File: config.mk
export PLATFORM = sky130hd
export DESIGN_NAME = mest_pro_seq_flat
export DESIGN_NICKNAME = d
export VERILOG_FILES = /design/src/rtl/mest_pro_pkg.sv /design/src/rtl/mest_pro_if.sv /design/src/rtl/mest_pro_call_stack.sv /design/src/rtl/mest_pro_seq.sv /design/src/flat_wrapper.sv
export SDC_FILE = /design/constraint.sdc
export NUM_CORES = 1
export LEC_CHECK = 0
export BUFFER_PORTS_ARGS = -buffer_cell sky130_fd_sc_hd__clkbuf_2
export CAP_MARGIN = 25
export CORE_MARGIN = 2
export CORE_UTILIZATION = 45
export CTS_BUF_LIST = sky130_fd_sc_hd__clkbuf_8
export DETAILED_ROUTE_END_ITERATION = 6
export HOLD_SLACK_MARGIN = 0.03
export PLACE_DENSITY = 0.6
export SETUP_SLACK_MARGIN = 0.02
export SLEW_MARGIN = 20
export SYNTH_ARGS = -nofsm -noshare
export SYNTH_HDL_FRONTEND = slang
export SYNTH_HIERARCHICAL = 1
export SYNTH_SLANG_ARGS = --single-unit
File: constraint.sdc
create_clock -name clk -period 5.4 [get_ports clk]
set_clock_uncertainty 0.2 [all_clocks]
set_input_delay 0.27 -clock clk [delete_from_list [all_inputs] [get_ports clk]]
set_output_delay 0.27 -clock clk [all_outputs]
set_load 0.1 [all_outputs]
File: src/rtl/mest_pro_pkg.sv
// mest_pro_pkg: shared types and constants for the MESTPro sequencer.
// Opcodes are plain ints, cast to OPC_W bits where used.
package mest_pro_pkg;

  typedef enum logic [2:0] {
    S_IDLE,
    S_FETCH,
    S_DECODE,
    S_EXEC,
    S_DONE,
    S_ERROR
  } state_e;

  // HALT is all ones at any opcode width: OPC_W'(-1).
  localparam int OPC_HALT = -1;
  localparam int OPC_JMP  = 'hC;
  localparam int OPC_JZ   = 'hD;
  localparam int OPC_CALL = 'hE;
  localparam int OPC_RET  = 'hB;

  localparam logic [1:0] ERR_NONE = 2'b00;
  localparam logic [1:0] ERR_OVF  = 2'b01;
  localparam logic [1:0] ERR_UNF  = 2'b10;

  function automatic logic [1:0] stack_err(input logic is_call);
    return is_call ? ERR_OVF : ERR_UNF;
  endfunction

endpackage

File: src/rtl/mest_pro_if.sv
// mest_pro_if: fetch req/ack and dispatch valid/done bundle.
// master = sequencer, slave = memory plus exec unit.
interface mest_pro_if #(
  parameter int OPC_W   = 4,
  parameter int INSTR_W = 16,
  parameter int ADDR_W  = 12
) ();

  logic                     o_req;
  logic [ADDR_W-1:0]        o_prog_counter;
  logic                     i_ack;
  logic [INSTR_W-1:0]       i_instruction;
  logic                     o_exec_valid;
  logic [OPC_W-1:0]         o_op_code;
  logic [INSTR_W-OPC_W-1:0] o_operand;
  logic                     i_exec_done;
  logic                     i_zero_flag;

  modport master (
    output o_req, o_prog_counter,
    output o_exec_valid, o_op_code, o_operand,
    input  i_ack, i_instruction,
    input  i_exec_done, i_zero_flag
  );

  modport slave (
    input  o_req, o_prog_counter,
    input  o_exec_valid, o_op_code, o_operand,
    output i_ack, i_instruction,
    output i_exec_done, i_zero_flag
  );

endinterface

File: src/rtl/mest_pro_call_stack.sv
// mest_pro_call_stack: bounded LIFO of return addresses.
// Push on full / pop on empty are ignored; popped entries are kept.
module mest_pro_call_stack #(
  parameter int DEPTH = 8,
  parameter int WIDTH = 12,
  localparam int LVL_W = $clog2(DEPTH + 1)
) (
  input  logic             clk,
  input  logic             rst_i,
  input  logic             clear_i,
  input  logic             push_i,
  input  logic             pop_i,
  input  logic [WIDTH-1:0] din_i,
  output logic [WIDTH-1:0] dout_o,
  output logic [LVL_W-1:0] level_o,
  output logic             full_o,
  output logic             empty_o
);

  logic [WIDTH-1:0] mem_q [DEPTH];
  logic [LVL_W-1:0] level_q;
  logic [LVL_W-1:0] level_d;
  logic             do_push;
  logic             do_pop;

  assign full_o  = (level_q == LVL_W'(DEPTH));
  assign empty_o = (level_q == '0);
  assign level_o = level_q;
  assign do_push = push_i && !full_o && !clear_i;
  assign do_pop  = pop_i && !empty_o && !clear_i;

  // Occupancy update; clear wins over push/pop.
  always_comb begin
    level_d = level_q;
    if (clear_i)
      level_d = '0;
    else if (do_push)
      level_d = level_q + LVL_W'(1);
    else if (do_pop)
      level_d = level_q - LVL_W'(1);
  end

  // Occupancy register.
  always_ff @(posedge clk) begin
    if (rst_i)
      level_q <= '0;
    else
      level_q <= level_d;
  end

  // Entry storage, written at the current top slot.
  always_ff @(posedge clk) begin
    for (int i = 0; i < DEPTH; i++) begin
      if (do_push && level_q == LVL_W'(i))
        mem_q[i] <= din_i;
    end
  end

  // Top-of-stack read mux.
  always_comb begin
    dout_o = '0;
    for (int i = 0; i < DEPTH; i++) begin
      if (level_q == LVL_W'(i + 1))
        dout_o = mem_q[i];
    end
  end

endmodule

File: src/rtl/mest_pro_seq.sv
// mest_pro_seq: multi-cycle fetch/decode/dispatch sequencer.
// Control flow resolved locally; other opcodes go to exec.
module mest_pro_seq
  import mest_pro_pkg::*;
#(
  parameter int OPC_W       = 4,
  parameter int INSTR_W     = 16,
  parameter int ADDR_W      = 12,
  parameter int STACK_DEPTH = 8,
  parameter int RESET_PC    = 0,
  localparam int LVL_W      = $clog2(STACK_DEPTH + 1)
) (
  input  logic             clk,
  input  logic             i_reset,
  input  logic             i_start,
  mest_pro_if.master       bus,
  output logic             o_busy,
  output logic             o_all_done,
  output logic             o_error,
  output logic [1:0]       o_error_code,
  output logic [LVL_W-1:0] o_stack_level
);

  localparam int OPR_W = INSTR_W - OPC_W;
  localparam logic [ADDR_W-1:0] PC0 = ADDR_W'(RESET_PC);
  localparam logic [OPC_W-1:0] C_HALT = OPC_W'(OPC_HALT);
  localparam logic [OPC_W-1:0] C_JMP  = OPC_W'(OPC_JMP);
  localparam logic [OPC_W-1:0] C_JZ   = OPC_W'(OPC_JZ);
  localparam logic [OPC_W-1:0] C_CALL = OPC_W'(OPC_CALL);
  localparam logic [OPC_W-1:0] C_RET  = OPC_W'(OPC_RET);

  state_e             state_q, state_d;
  logic [ADDR_W-1:0]  pc_q, pc_d;
  logic               zero_q, zero_d;
  logic [INSTR_W-1:0] ir_q, ir_d;
  logic [1:0]         err_q, err_d;

  logic [OPC_W-1:0]   opc;
  logic [ADDR_W-1:0]  k;
  logic [ADDR_W-1:0]  pc_inc;
  logic               stk_push;
  logic               stk_pop;
  logic               stk_clr;
  logic [ADDR_W-1:0]  stk_dout;
  logic               stk_full;
  logic               stk_empty;

  assign opc    = ir_q[INSTR_W-1 -: OPC_W];
  assign k      = ir_q[ADDR_W-1:0];
  assign pc_inc = pc_q + ADDR_W'(1);

  mest_pro_call_stack #(
    .DEPTH (STACK_DEPTH),
    .WIDTH (ADDR_W)
  ) u_stack (
    .clk     (clk),
    .rst_i   (i_reset),
    .clear_i (stk_clr),
    .push_i  (stk_push),
    .pop_i   (stk_pop),
    .din_i   (pc_inc),
    .dout_o  (stk_dout),
    .level_o (o_stack_level),
    .full_o  (stk_full),
    .empty_o (stk_empty)
  );

  // Next-state, PC and stack control.
  always_comb begin
    state_d  = state_q;
    pc_d     = pc_q;
    zero_d   = zero_q;
    ir_d     = ir_q;
    err_d    = err_q;
    stk_push = 1'b0;
    stk_pop  = 1'b0;
    stk_clr  = 1'b0;
    unique case (state_q)
      S_IDLE, S_DONE: begin
        if (i_start) begin
          state_d = S_FETCH;
          pc_d    = PC0;
          zero_d  = 1'b0;
          stk_clr = 1'b1;
        end
      end
      S_FETCH: begin
        if (bus.i_ack) begin
          ir_d    = bus.i_instruction;
          state_d = S_DECODE;
        end
      end
      S_DECODE: begin
        unique case (opc)
          C_HALT: state_d = S_DONE;
          C_JMP: begin
            pc_d    = k;
            state_d = S_FETCH;
          end
          C_JZ: begin
            pc_d    = zero_q ? k : pc_inc;
            state_d = S_FETCH;
          end
          C_CALL: begin
            if (stk_full) begin
              err_d   = stack_err(1'b1);
              state_d = S_ERROR;
            end else begin
              stk_push = 1'b1;
              pc_d     = k;
              state_d  = S_FETCH;
            end
          end
          C_RET: begin
            if (stk_empty) begin
              err_d   = stack_err(1'b0);
              state_d = S_ERROR;
            end else begin
              stk_pop = 1'b1;
              pc_d    = stk_dout;
              state_d = S_FETCH;
            end
          end
          default: state_d = S_EXEC;
        endcase
      end
      S_EXEC: begin
        if (bus.i_exec_done) begin
          zero_d  = bus.i_zero_flag;
          pc_d    = pc_inc;
          state_d = S_FETCH;
        end
      end
      S_ERROR: state_d = S_ERROR;
      default: state_d = S_IDLE;
    endcase
  end

  // State registers with synchronous reset.
  always_ff @(posedge clk) begin
    if (i_reset) begin
      state_q <= S_IDLE;
      pc_q    <= PC0;
      zero_q  <= 1'b0;
      ir_q    <= '0;
      err_q   <= ERR_NONE;
    end else begin
      state_q <= state_d;
      pc_q    <= pc_d;
      zero_q  <= zero_d;
      ir_q    <= ir_d;
      err_q   <= err_d;
    end
  end

  assign bus.o_req          = (state_q == S_FETCH);
  assign bus.o_prog_counter = pc_q;
  assign bus.o_exec_valid   = (state_q == S_EXEC);
  assign bus.o_op_code      = opc;
  assign bus.o_operand      = ir_q[OPR_W-1:0];

  assign o_busy = (state_q == S_FETCH) ||
                  (state_q == S_DECODE) ||
                  (state_q == S_EXEC);
  assign o_all_done   = (state_q == S_DONE);
  assign o_error      = (state_q == S_ERROR);
  assign o_error_code = err_q;

endmodule

File: src/flat_wrapper.sv
// flat-port wrapper written by rule: the top's interface ports become plain ports
module mest_pro_seq_flat import mest_pro_pkg::*;
#(
  parameter int OPC_W       = 4,
  parameter int INSTR_W     = 16,
  parameter int ADDR_W      = 12,
  parameter int STACK_DEPTH = 8,
  parameter int RESET_PC    = 0,
  localparam int LVL_W      = $clog2(STACK_DEPTH + 1)
)
  (clk, i_reset, i_start, o_busy, o_all_done, o_error, o_error_code, o_stack_level, bus_o_req, bus_o_prog_counter, bus_o_exec_valid, bus_o_op_code, bus_o_operand, bus_i_ack, bus_i_instruction, bus_i_exec_done, bus_i_zero_flag);
  mest_pro_if #(.OPC_W(OPC_W), .INSTR_W(INSTR_W), .ADDR_W(ADDR_W)) bus_i ();
  input  logic clk;
  input  logic i_reset;
  input  logic i_start;
  output logic o_busy;
  output logic o_all_done;
  output logic o_error;
  output logic [1:0] o_error_code;
  output logic [LVL_W-1:0] o_stack_level;
  output wire logic [$bits(bus_i.o_req)-1:0] bus_o_req;
  output wire logic [$bits(bus_i.o_prog_counter)-1:0] bus_o_prog_counter;
  output wire logic [$bits(bus_i.o_exec_valid)-1:0] bus_o_exec_valid;
  output wire logic [$bits(bus_i.o_op_code)-1:0] bus_o_op_code;
  output wire logic [$bits(bus_i.o_operand)-1:0] bus_o_operand;
  input wire logic [$bits(bus_i.i_ack)-1:0] bus_i_ack;
  input wire logic [$bits(bus_i.i_instruction)-1:0] bus_i_instruction;
  input wire logic [$bits(bus_i.i_exec_done)-1:0] bus_i_exec_done;
  input wire logic [$bits(bus_i.i_zero_flag)-1:0] bus_i_zero_flag;
  assign bus_o_req = bus_i.o_req;
  assign bus_o_prog_counter = bus_i.o_prog_counter;
  assign bus_o_exec_valid = bus_i.o_exec_valid;
  assign bus_o_op_code = bus_i.o_op_code;
  assign bus_o_operand = bus_i.o_operand;
  assign bus_i.i_ack = bus_i_ack;
  assign bus_i.i_instruction = bus_i_instruction;
  assign bus_i.i_exec_done = bus_i_exec_done;
  assign bus_i.i_zero_flag = bus_i_zero_flag;
  mest_pro_seq #(.OPC_W(OPC_W), .INSTR_W(INSTR_W), .ADDR_W(ADDR_W), .STACK_DEPTH(STACK_DEPTH), .RESET_PC(RESET_PC)) u_core (.clk(clk), .i_reset(i_reset), .i_start(i_start), .bus(bus_i), .o_busy(o_busy), .o_all_done(o_all_done), .o_error(o_error), .o_error_code(o_error_code), .o_stack_level(o_stack_level));
endmodule
; Word-level counts from Yosys, hierarchy flattened
; Memory sizes are Yosys's and may differ from the RTL's.
; Cells that the tools add are included.
[word_totals]
reg_bits = 38
out_inout_bits = 39
romBits = 0
word_cells = 149
in_bits = 22
ramBits = 96
latch_bits = 0
memories = 1
[memory_table]
columns = name, words, word_bits, read_ports, rd_clocked_by_memory_dff, write_ports, line
row1 = u_core.u_stack.mem_q, 8, 12, 8, 0, 1, mest_pro_call_stack.sv:20  ; logic [WIDTH-1:0] mem_q [DEPTH];
[op_classes]
eq_ne = 26
shifts = 0
mul = 0
add_sub_neg = 3
reduce_logical = 38
magnitude_cmp = 0
mux = 75
div_mod_pow = 0
n_bitwise = 0
[ops]
columns = op, count
row1 = 2-to-1 mux 12 bit, 20
row2 = OR reduction 12 bit, 7
row3 = one-hot mux 12 bit (4 select lines), 1
row4 = 2-to-1 mux 3 bit, 12
row5 = one-hot mux 12 bit (3 select lines), 1
row6 = 2-to-1 mux 1 bit, 33
row7 = "equality test 4 bit, second input constant", 6
row8 = "equality test 4 x 3 -> 1 bit, second input constant", 4
row9 = one-hot mux 3 bit (5 select lines), 1
row10 = "adder 12 x 1 -> 12 bit, second input constant", 1
row11 = logical AND 1 bit, 12
row12 = one-hot mux 3 bit (4 select lines), 1
row13 = "equality test 4 x 2 -> 1 bit, second input constant", 2
row14 = 2-to-1 mux 4 bit, 2
row15 = "equality test 3 x 2 -> 1 bit, second input constant", 2
row16 = "equality test 3 bit, second input constant", 2
row17 = "inequality test 2 bit, second input constant", 3
row18 = "inequality test 3 bit, second input constant", 2
row19 = AND reduction 3 bit, 2
row20 = AND reduction 6 bit, 1
row21 = nonzero test 2 bit, 3
row22 = OR reduction 2 bit, 3
row23 = "inequality test 5 bit, second input constant", 1
row24 = "adder 4 x 1 -> 4 bit, second input constant", 1
row25 = 14 further kinds, 19

; Depth between registers and ports, before layout
; Gate-level depths: netlist of the first run.
[depth]
ltp_word = 17
ltp_mapped = 12
mapped_depth_nobuf = 10

; Hierarchy
; The synthesis of the first run kept the hierarchy.
[modules_own_cells]
columns = module, n_inst, cells_each, area_per_inst_um2, seq_area_each_um2
row1 = mest_pro_call_stack, 1, 296, 4182.8, 2962.8
row2 = mest_pro_seq, 1, 290, 2212.1, 680.7

; Worst setup path after synthesis of the first run
; Ideal clock, no wire load.
[synth_path]
path_type = register to register
start = register u_core.u_stack.level_q[0] (netlist: u_core/u_stack/level_o[0])
end = memory u_core.u_stack.mem_q[0][0], enable pin
period_less_slack_ns = 4.091
t_required_ns = 4.804
slack_ns = 1.309
path_buffers = 2
t_arrival_ns = 3.494
path_stages_with_launch = 10
setup_ns = 0.396
cell_sequence = dfxtp_1 > inv_1 > ha_1 > buf_2 > nand3b_1 > inv_2 > buf_2 > nor4_1 > nand2b_1 > nor3_1
[synth_via]
elab_chain_len = 17
elab_cells_between_ends = 60
classes_between = eq/ne: 8 / mux: 33 / reduce/logical: 19
[synth_rtl]
columns = element, line
row1 = "start, declared", mest_pro_call_stack.sv:21  ; logic [LVL_W-1:0] level_q;
row2 = "start signal, assigned", mest_pro_call_stack.sv:48  ; level_q <= level_d;
row3 = equality test 4 bit (*), mest_pro_call_stack.sv:26  ; assign full_o = (level_q == LVL_W'(DEPTH));
row4 = net u_core.stk_full, mest_pro_seq.sv:45  ; logic stk_full;
row5 = 2-to-1 mux 1 bit (*), mest_pro_seq.sv:105  ; if (stk_full) begin
row6 = 2-to-1 mux 1 bit (*), mest_pro_seq.sv:94  ; unique case (opc)
row7 = 2-to-1 mux 1 bit (*), mest_pro_seq.sv:78  ; unique case (state_q)
row8 = net u_core.stk_push, mest_pro_seq.sv:41  ; logic stk_push;
row9 = logical AND 1 bit (*) (2 in series), mest_pro_call_stack.sv:29  ; assign do_push = push_i && !full_o && !clear_i;
row10 = logical AND 1 bit, mest_pro_call_stack.sv:54  ; if (do_push && level_q == LVL_W'(i))
row11 = 2-to-1 mux 1 bit, mest_pro_call_stack.sv:54
row12 = 2-to-1 mux 1 bit (implied by the code), mest_pro_call_stack.sv:55  ; mem_q[i] <= din_i;
row13 = OR reduction 12 bit (no line), -
row14 = 2-to-1 mux 3 bit (no line) or 2-to-1 mux 1 bit (tied branches) (7 in series), -
row15 = "end, declared", mest_pro_call_stack.sv:20
; The timed path passes the listed nets; every way through them passes the cells marked *.

; Final worst setup path of the first run
[layout_path]
start = register u_core.u_stack.level_q[0] (netlist: u_core/u_stack/level_o[0])
end = memory u_core.u_stack.mem_q[3][11] (netlist: u_core/u_stack/mem_q[0][47]), enable pin
; Same word-level chain as after synthesis.

==> impl_metrics.json, run 1 <==
{
  "status": "finished, violations left",
  "violations": "DRC",
  "synthArstFlopShare_pct": 0,
  "grt_pass1_wl_um": 25200,
  "grt_antenna_before_repair": 0,
  "synth_cell_types": 75,
  "ioPinCount": 61,
  "crit_arrival_ns": 3.63,
  "worstMarginPinSlew_ns": 1.05,
  "htree_levels": 4,
  "p_per_area_nw_per_um2": 377,
  "routed_wl_um": 16800,
  "hold_class": "input pin to register",
  "cts.path.max_buffers": 2,
  "finalInstanceArea_um2": 7360,
  "stdcell_count": 845,
  "rows": 43,
  "synth.area.top_cells": "edfxtp_1, dfxtp_1, nand2_1",
  "crit_required_ns": 5.29,
  "rsz0062_at_grt": "no",
  "worstSkewPairLatency_ns": 0.46,
  "routed-wl-met3_um": 1070,
  "core_area_um2": 13900,
  "yosysWarnings": 6,
  "post-route-period-util_pct": 69.4,
  "clockRootBuffer": "clkbuf_8",
  "drt_iter0_drc": 551,
  "viasPerCell": 5.86,
  "drcViolationCount": 4,
  "ir_drop_mv": 0.262,
  "fmax_mhz": 267,
  "die_x_um": 123,
  "die_area_um2": 15200,
  "num_vias": 4948,
  "path_clk_slew_ns": 0.08,
  "slew-limit-headroom_pct": 29.9,
  "n_fill_cell": 1237,
  "drv_cap": 0,
  "n_antenna_cell": 0,
  "gp_congestion": 0.807,
  "grt_pass1_vias": 4569,
  "die_h_um": 123,
  "p_total_mw": 2.78,
  "final_cell_mix": "edfxtp_1, nand2_1, clkbuf_2, a21oi_1, dfxtp_1",
  "grt_start_max_net_pins": 51,
  "crit_type": "register to register",
  "syn2layout_area_growth_pct": 15.1,
  "wire_per_inst_um": 19.9,
  "dp.cells": 792,
  "syn_area_per_cell_um2": 10.9,
  "dpl-instance-area_um2": 6770,
  "cts_tree": "yes",
  "syn_nets": 613,
  "cts.sinks": 134,
  "nets": 679,
  "hpwl_um": 11500,
  "synthCells": 586,
  "layout-drive-gt1-share_pct": 19.1,
  "syn-cell-area_um2": 6390,
  "numPortBuffers": 60,
  "crit_path_end_kind": "register",
  "fin_crit_ns": 3.75,
  "tns_ns": 0,
  "globalRouteOverflowTotal": 0,
  "wl_met2_um": 8250,
  "start_util_pct": 46.1,
  "ys_seq_area_share_pct": 57.0,
  "synth_edf_count": 96,
  "grt_usage_pct": 22.8,
  "ys_seq_elements": 134,
  "ant_nets": 0,
  "critPathMaxFanout": 20,
  "layout_commonest_cell": "edfxtp_1",
  "worst_setup_path_start_kind": "register",
  "numCtsBuffers": 17,
  "setup-violations-final": 0,
  "wl_met1_um": 7140,
  "synth_top_cell_by_area": "edfxtp_1",
  "slew_violations": 0,
  "highest_layer": "met4",
  "finalHoldViolCount": 0,
  "synth_top_area_share_pct": 45.1,
  "reg2reg_depth": 8,
  "dr.pass1.iters": 7,
  "synth_flop_cell": "edfxtp_1",
  "leakage_nw": 2.58,
  "ff2ff_setup_slack_ns": 1.65,
  "hold_depth": 4
}
## path summary, 6_finish.rpt
path                                           startpoint                     endpoint
worst max-delay path            u_core/u_stack/level_o[0]  u_core/u_stack/mem_q[0][47]
worst min-delay path                      bus_i_exec_done            u_core/state_q[1]
worst max register to register  u_core/u_stack/level_o[0]  u_core/u_stack/mem_q[0][47]
worst min register to register             u_core/ir_q[3]               u_core/ir_q[3]
## stage by stage
step                      hold WS [ns]  util [%]  setup slack, ns
after floorplan                  0.141         -             1.31
after global placement           0.276      48.7             1.89
after detailed placement         0.284      48.8             1.73
after CTS                        0.141      52.9             1.70
after global routing             0.184      53.0             1.37
final                            0.152      53.0             1.65
## per-layer routing
metal,track usage (%),vias to the layer above
met4,8.81,0
met1,30.7,2404
met2,36.3,180
met3,4.47,31
li1,-,2333
met5,0,-
## report_power, final
group | switching, mW | internal (mW)
combinational | 0.567 | 0.160
sequential | 0.0621 | 1.17
clock | 0.410 | 0.412
total | 1.04 | 1.74
## kinds of logic after synthesis
family          Yosys count  synth area share [%]
simple gates            205                  17.1
compound gates          169                  18.5
flops                   134                  57.0
buf+inv                  58                  4.32
xor+xnor                 10                  1.37
mux                       5                 0.822
fa+ha+maj                 5                 0.978
## repair_timing
| action | 4_1_cts | 5_1_grt |
|---|---|---|
| resized for setup | 0 | 0 |
| hold endpoints to repair | 20 | 0 |
| setup buffers | 0 | 0 |
| hold buffers | 19 | 0 |
## final cells by class
cell class | count | area (um2) | area share (%)
Clock buffer | 17 | 234 | 3.18
Clock inverter | 15 | 154 | 2.09
Inverter | 17 | 63.8 | 0.867
Multi-Input combinational cell | 394 | 2490 | 33.8
Sequential cell | 134 | 3640 | 49.5
Tap cell | 180 | 225 | 3.06
Timing Repair Buffer | 88 | 556 | 7.54
## sequential cells by signal (all words and copies together), names as in the netlist
name                       count
u_core/bus.o_prog_counter     12
u_core/state_q                 3
u_core/u_stack/level_o         4
u_core/zero_q                  1
u_core/ir_q                   16
u_core/o_error_code            2
u_core/u_stack/mem_q          96
## critical path, cell delays in order, from the launching register on
cell and delay (ns):
dfxtp_1 0.42, inv_1 0.12, ha_1 0.45, nand3b_1 0.26
inv_2 0.18, nor4_1 0.51, nand2b_1 0.22, nor2_2 0.44
and3_1 0.58
## Yosys cell counts (all sizes together) (8+ instances only)
library cell / count
edfxtp: 96
nand2: 75
a21oi: 56
nand2b: 19
buf: 26
nor3: 15
and3: 9
clkbuf: 15
o21ai: 32
xnor2: 8
and3b: 9
nand3b: 9
a32o: 11
nor2: 26
and2: 12
dfxtp: 38
a221o: 10
inv: 16
Power figures use the tool's default switching activity.
==> run 2, diff against run 1 <==
- PLACE_DENSITY: 0.6 -> 0.63
- clock period: 5.4 -> 3.4 ns (I/O delays scaled with it)
==> run 2 against run 1 <==
  * The flow now finishes without violations
  * Largest cell class unchanged
  * Clock power grew 52%
  * Sequential power up 59%
  * Register-to-register slack lost 1.1 ns
  * Power rose by 57%
  * Global-route usage rose by 0.11 points
  * Critical endpoint is now u_core/u_stack/mem_q[0][33]
==> impl_metrics.json, run 2 (synthesized netlist as in run 1, its figures left out) <==
{
  "status": "complete, no violations",
  "slew_violations": 0,
  "numCtsBuffers": 17,
  "cts_hold_buffers": 19,
  "drt_iter0_drc": 468,
  "critPathMaxFanout": 13,
  "fmax_mhz": 349,
  "cts.sinks": 134,
  "die_x_um": 123,
  "swShare_pct": 36.9,
  "finalHoldViolCount": 0,
  "drv_cap": 0,
  "htree_levels": 4,
  "crit_type": "register to register",
  "setup-violations-final": 0,
  "numPortBuffers": 60,
  "layout_commonest_cell": "edfxtp_1",
  "die_area_um2": 15200,
  "post-route-period-util_pct": 84.3,
  "drcViolationCount": 0,
  "start_util_pct": 46.1,
  "post_cts_resized": 0,
  "p_per_area_nw_per_um2": 581,
  "p_comb_share_pct": 26.3,
  "core_area_um2": 13900,
  "largest_reg_flops": 96,
  "dpl-instance-area_um2": 6930,
  "p_total_mw": 4.35,
  "dr.pass1.iters": 6,
  "pwr-share-seq_pct": 44.9,
  "grt_antenna_before_repair": 0,
  "rows": 43,
  "worst_setup_path_start_kind": "register",
  "layout-drive-gt1-share_pct": 21.1,
  "final_cell_mix": "edfxtp_1, nand2_1, clkbuf_2, a21oi_1, dfxtp_1",
  "ir_drop_mv": 0.693,
  "tns_ns": 0,
  "path_clk_slew_ns": 0.07,
  "viasPerCell": 5.82,
  "worstSkewPairLatency_ns": 0.44,
  "clockRootBuffer": "clkbuf_8",
  "crit_required_ns": 3.34,
  "hold_class": "input pin to register",
  "wire_per_inst_um": 19.2,
  "cts.path.max_buffers": 2,
  "grt_usage_pct": 22.9,
  "cts_tree": "yes",
  "crit_path_end_kind": "register",
  "ant_nets": 0,
  "hpwl_um": 11500,
  "power_frac_clock_pct": 28.8,
  "routed_wl_um": 16600,
  "leakage_nw": 2.67,
  "nets": 698,
  "regMostFlops": "u_core/u_stack/mem_q",
  "grt_start_max_net_pins": 43,
  "syn2layout_area_growth_pct": 17.2,
  "die_h_um": 123,
  "p_int_mw": 2.75,
  "fin_crit_ns": 2.87,
  "worstMarginPinSlew_ns": 0.924,
  "num_vias": 5027,
  "globalRouteOverflowTotal": 0,
  "n_antenna_cell": 0,
  "slew-limit-headroom_pct": 37.9,
  "power.switching_mw": 1.61,
  "grt_pass1_wl_um": 25600,
  "grt_pass1_vias": 4644,
  "cts_setup_buffers": 0,
  "gp_congestion": 0.934,
  "finalInstanceArea_um2": 7490,
  "rsz0062_at_grt": "no",
  "crit_arrival_ns": 2.80,
  "ioPinCount": 61
}
## run 2: area by class of cell
| type | count | area (um2) |
|---|---|---|
| Fill cell | 1227 | 6390 |
| Sequential cell | 134 | 3650 |
| Multi-Input combinational cell | 394 | 2480 |
| Timing Repair Buffer | 107 | 704 |
| Clock buffer | 17 | 234 |
| Tap cell | 180 | 225 |
| Clock inverter | 15 | 139 |
| Inverter | 17 | 63.8 |
## run 2: power by group through the flow
stage               Sequential (mW)  Combinational [mW]  Clock (mW)
global placement               1.98                1.11           0
floorplan                      2.25               0.640           0
finish                         1.96                1.14        1.25
detailed placement             1.99                1.11           0
global route                   1.97                1.21        1.35
CTS                            1.95                1.13        1.28
## run 2: worst paths after layout
kind / cells past startpoint / to / from / slack [ns]
max: 7 / u_core/u_stack/mem_q[0][33] / u_core/state_q[1] / 0.53
min: 4 / u_core/state_q[1] / bus_i_exec_done / 0.1
min reg2reg: 2 / u_core/ir_q[5] / u_core/ir_q[5] / 0.29
max reg2reg: 7 / u_core/u_stack/mem_q[0][33] / u_core/state_q[1] / 0.53
## run 2: routing by layer
layer	global-route usage [%]	share of wire (%)	routed length (um)	vias to the layer above
met4	8.38	1.7	286	0
li1	-	-	-	2371
met1	31.9	45	7510	2448
met3	5.95	6.3	1050	22
met5	0	0	0	-
met2	34.5	47	7780	186
## run 2: critical path: stages, from the launching register on
cell and delay [ns]:
dfxtp_1 0.54, nor3b_1 0.31, nand2_1 0.09, nor4_1 0.42, nand2b_1 0.21, nor2_2 0.37
and3_1 0.21, buf_4 0.22
## run 2: per-stage QoR
step	util (%)	setup WS [ns]	instances	hold WS (ns)
6_report	54.0	0.533	864	0.0971
5_1_grt	54.0	0.286	864	0.0754
4_1_cts	54.0	0.517	864	0.0619
3_5_place_dp	49.9	0.531	813	0.198
3_3_place_gp	49.8	0.657	812	0.193
2_1_floorplan	-	0.0281	586	0.0335
==> run 3, diff against run 2 <==
- clock period: 3.4 -> 2.3 ns (I/O delays scaled with it)
==> run 3 against run 2 <==
  * The flow now finishes with violations (setup timing)
  * Maximum frequency up 17%
  * Die area unchanged
  * Worst setup slack worse by 0.68 ns
  * Sequential share of layout area down 6.5 points
  * Non-clock buffer count up 67
  * Highest routed layer unchanged
==> impl_metrics.json, run 3 (synthesized netlist as in run 1, its figures left out) <==
{
  "drcViolationCount": 0,
  "fin_crit_ns": 2.45,
  "globalRouteOverflowTotal": 0,
  "finalHoldViolCount": 0,
  "clockRootBuffer": "clkbuf_8",
  "cts_tree": "yes",
  "syn2layout_area_growth_pct": 36.8,
  "grt_usage_pct": 25.3,
  "n_fill_cell": 1107,
  "status": "finished, violations left",
  "routed_wl_um": 18700,
  "violations": "setup timing",
  "fmax_mhz": 408,
  "die_x_um": 123,
  "gp_congestion": 0.910,
  "startpoint": "u_core/u_stack/level_o[1]",
  "slew_violations": 0,
  "largest_reg_flops": 96,
  "drt_iter0_drc": 493,
  "hold_depth": 4,
  "grt_antenna_before_repair": 0,
  "r2r_end": "u_core/bus.o_prog_counter[7]",
  "crit_required_ns": 2.42,
  "setup-violations-final": 30,
  "path_clk_slew_ns": 0.08,
  "wire_per_inst_um": 20.0,
  "start_util_pct": 46.1,
  "core_area_um2": 13900,
  "cts.sinks": 134,
  "worstSkewPairLatency_ns": 0.44,
  "p_per_area_nw_per_um2": 771,
  "rows": 43,
  "final_cell_mix": "edfxtp_1, buf_4, nand2_1, clkbuf_2, a21oi_1",
  "swShare_pct": 37.8,
  "hpwl_um": 12100,
  "die_area_um2": 15200,
  "grtUsageMet3_pct": 3.46,
  "leakage_nw": 3.19,
  "numPortBuffers": 60,
  "met2_usage_pct": 40.9,
  "slew-limit-headroom_pct": 49.9,
  "crit_path_end_kind": "register",
  "num_vias": 5399,
  "layout_commonest_cell": "edfxtp_1",
  "power_frac_clock_pct": 27.8,
  "crit_type": "register to register",
  "n_antenna_cell": 0,
  "crit_arrival_ns": 2.57,
  "cts.path.max_buffers": 2,
  "ioPinCount": 61,
  "dp_slack_ns": -0.258,
  "hold-worst-slack_ns": 0.238,
  "layout-drive-gt1-share_pct": 41.3,
  "stdcell_count": 938,
  "busiest_layer": "met2",
  "crit_end": "u_core/bus.o_prog_counter[7]",
  "p_int_mw": 4.19,
  "viasPerCell": 5.76,
  "numCtsBuffers": 17,
  "use_met1_pct": 34.8,
  "rsz0062_at_grt": "yes",
  "reg2reg_depth": 11,
  "drv_cap": 0,
  "grt_pass1_wl_um": 28600,
  "worstMarginPinSlew_ns": 0.746,
  "grt_start_max_net_pins": 23,
  "pwr-share-seq_pct": 42.5,
  "regMostFlops": "u_core/u_stack/mem_q",
  "dr.pass1.iters": 7,
  "ir_drop_mv": 0.891,
  "dp.cells": 865,
  "die_h_um": 123,
  "power.switching_mw": 2.55,
  "post-route-util_pct": 63.0,
  "r2r-start": "u_core/u_stack/level_o[1]",
  "nets": 772,
  "hold_class": "input pin to register",
  "p_comb_share_pct": 29.8,
  "worst_setup_path_start_kind": "register",
  "ff2ff_setup_slack_ns": -0.15,
  "setup_slack_ns": -0.150,
  "grt_pass1_vias": 5271,
  "ant_nets": 0,
  "htree_levels": 4,
  "post-route-period-util_pct": 107,
  "critPathMaxFanout": 4
}
==> run 3: cell count changes in the layout (fill, tap and decap cells not counted), sizes merged, moves of 2 or more <==
cell         change
buf             +65
and3             +6
inv              +3
dlygate4sd3      +2
==> run 3: worst max-delay path: stages, from the launching register on <==
cell and delay, ns:
dfxtp_4 0.40, inv_4 0.06, ha_4 0.19, clkbuf_16 0.15, nand2_1 0.06, o21ai_1 0.05
a32o_1 0.24, a221o_1 0.29, o22a_1 0.22, a311oi_2 0.19, o32a_1 0.20, o32ai_2 0.06
==> run 3: layer usage <==
layer | share of wire (%) | vias up
met5 | 0 | -
met4 | 1.4 | 0
met2 | 50 | 181
li1 | - | 2536
met1 | 43 | 2659
met3 | 5.6 | 23
==> run 3: repair_timing <==
action,CTS,global route
hold endpoints to repair,25,0
pin swaps,41,27
resized for setup,73,34
cloned,7,1
hold buffers,21,0
setup buffers,10,3
setup endpoints to repair,98,123
==> run 3: area by class of cell <==
type,count,area [um2],share of cell area (%)
inverters,17,75.1,0.858
clock inverters,15,143,1.63
multi-input cells,401,3000,34.3
well taps,180,225,2.58
flip-flops and latches,134,3690,42.2
clock buffers,17,234,2.68
repair buffers,174,1380,15.8
==> run 3: how the worst min path moves through the flow <==
stage / startpoint / end
after global routing: bus_i_instruction[12] / u_core/ir_q[12]
after global placement: bus_i_instruction[14] / u_core/ir_q[14]
final: bus_i_instruction[0] / u_core/ir_q[0]
after detailed placement: bus_i_instruction[12] / u_core/ir_q[12]
after floorplan: i_reset / u_core/u_stack/level_o[0]
after CTS: bus_i_instruction[12] / u_core/ir_q[12]
==> run 3: through the flow <==
stage                     TNS [ns]  cell area [um2]  power, mW
after global placement       -3.85             7580       4.75
after global routing        -12.37             8750       6.98
after detailed placement     -9.30             7580       4.78
final                        -1.17             8750       6.74
after floorplan             -36.70             6610       4.32
after CTS                   -0.443             8550       6.71
==> run 3: power by group through the flow <==
stage | clock network, mW | logic (mW) | registers (mW)
global placement | 0 | 1.85 | 2.91
finish | 1.87 | 2.01 | 2.86
floorplan | 0 | 0.978 | 3.34
global route | 1.99 | 2.12 | 2.88
CTS | 1.91 | 1.95 | 2.85
detailed placement | 0 | 1.87 | 2.91
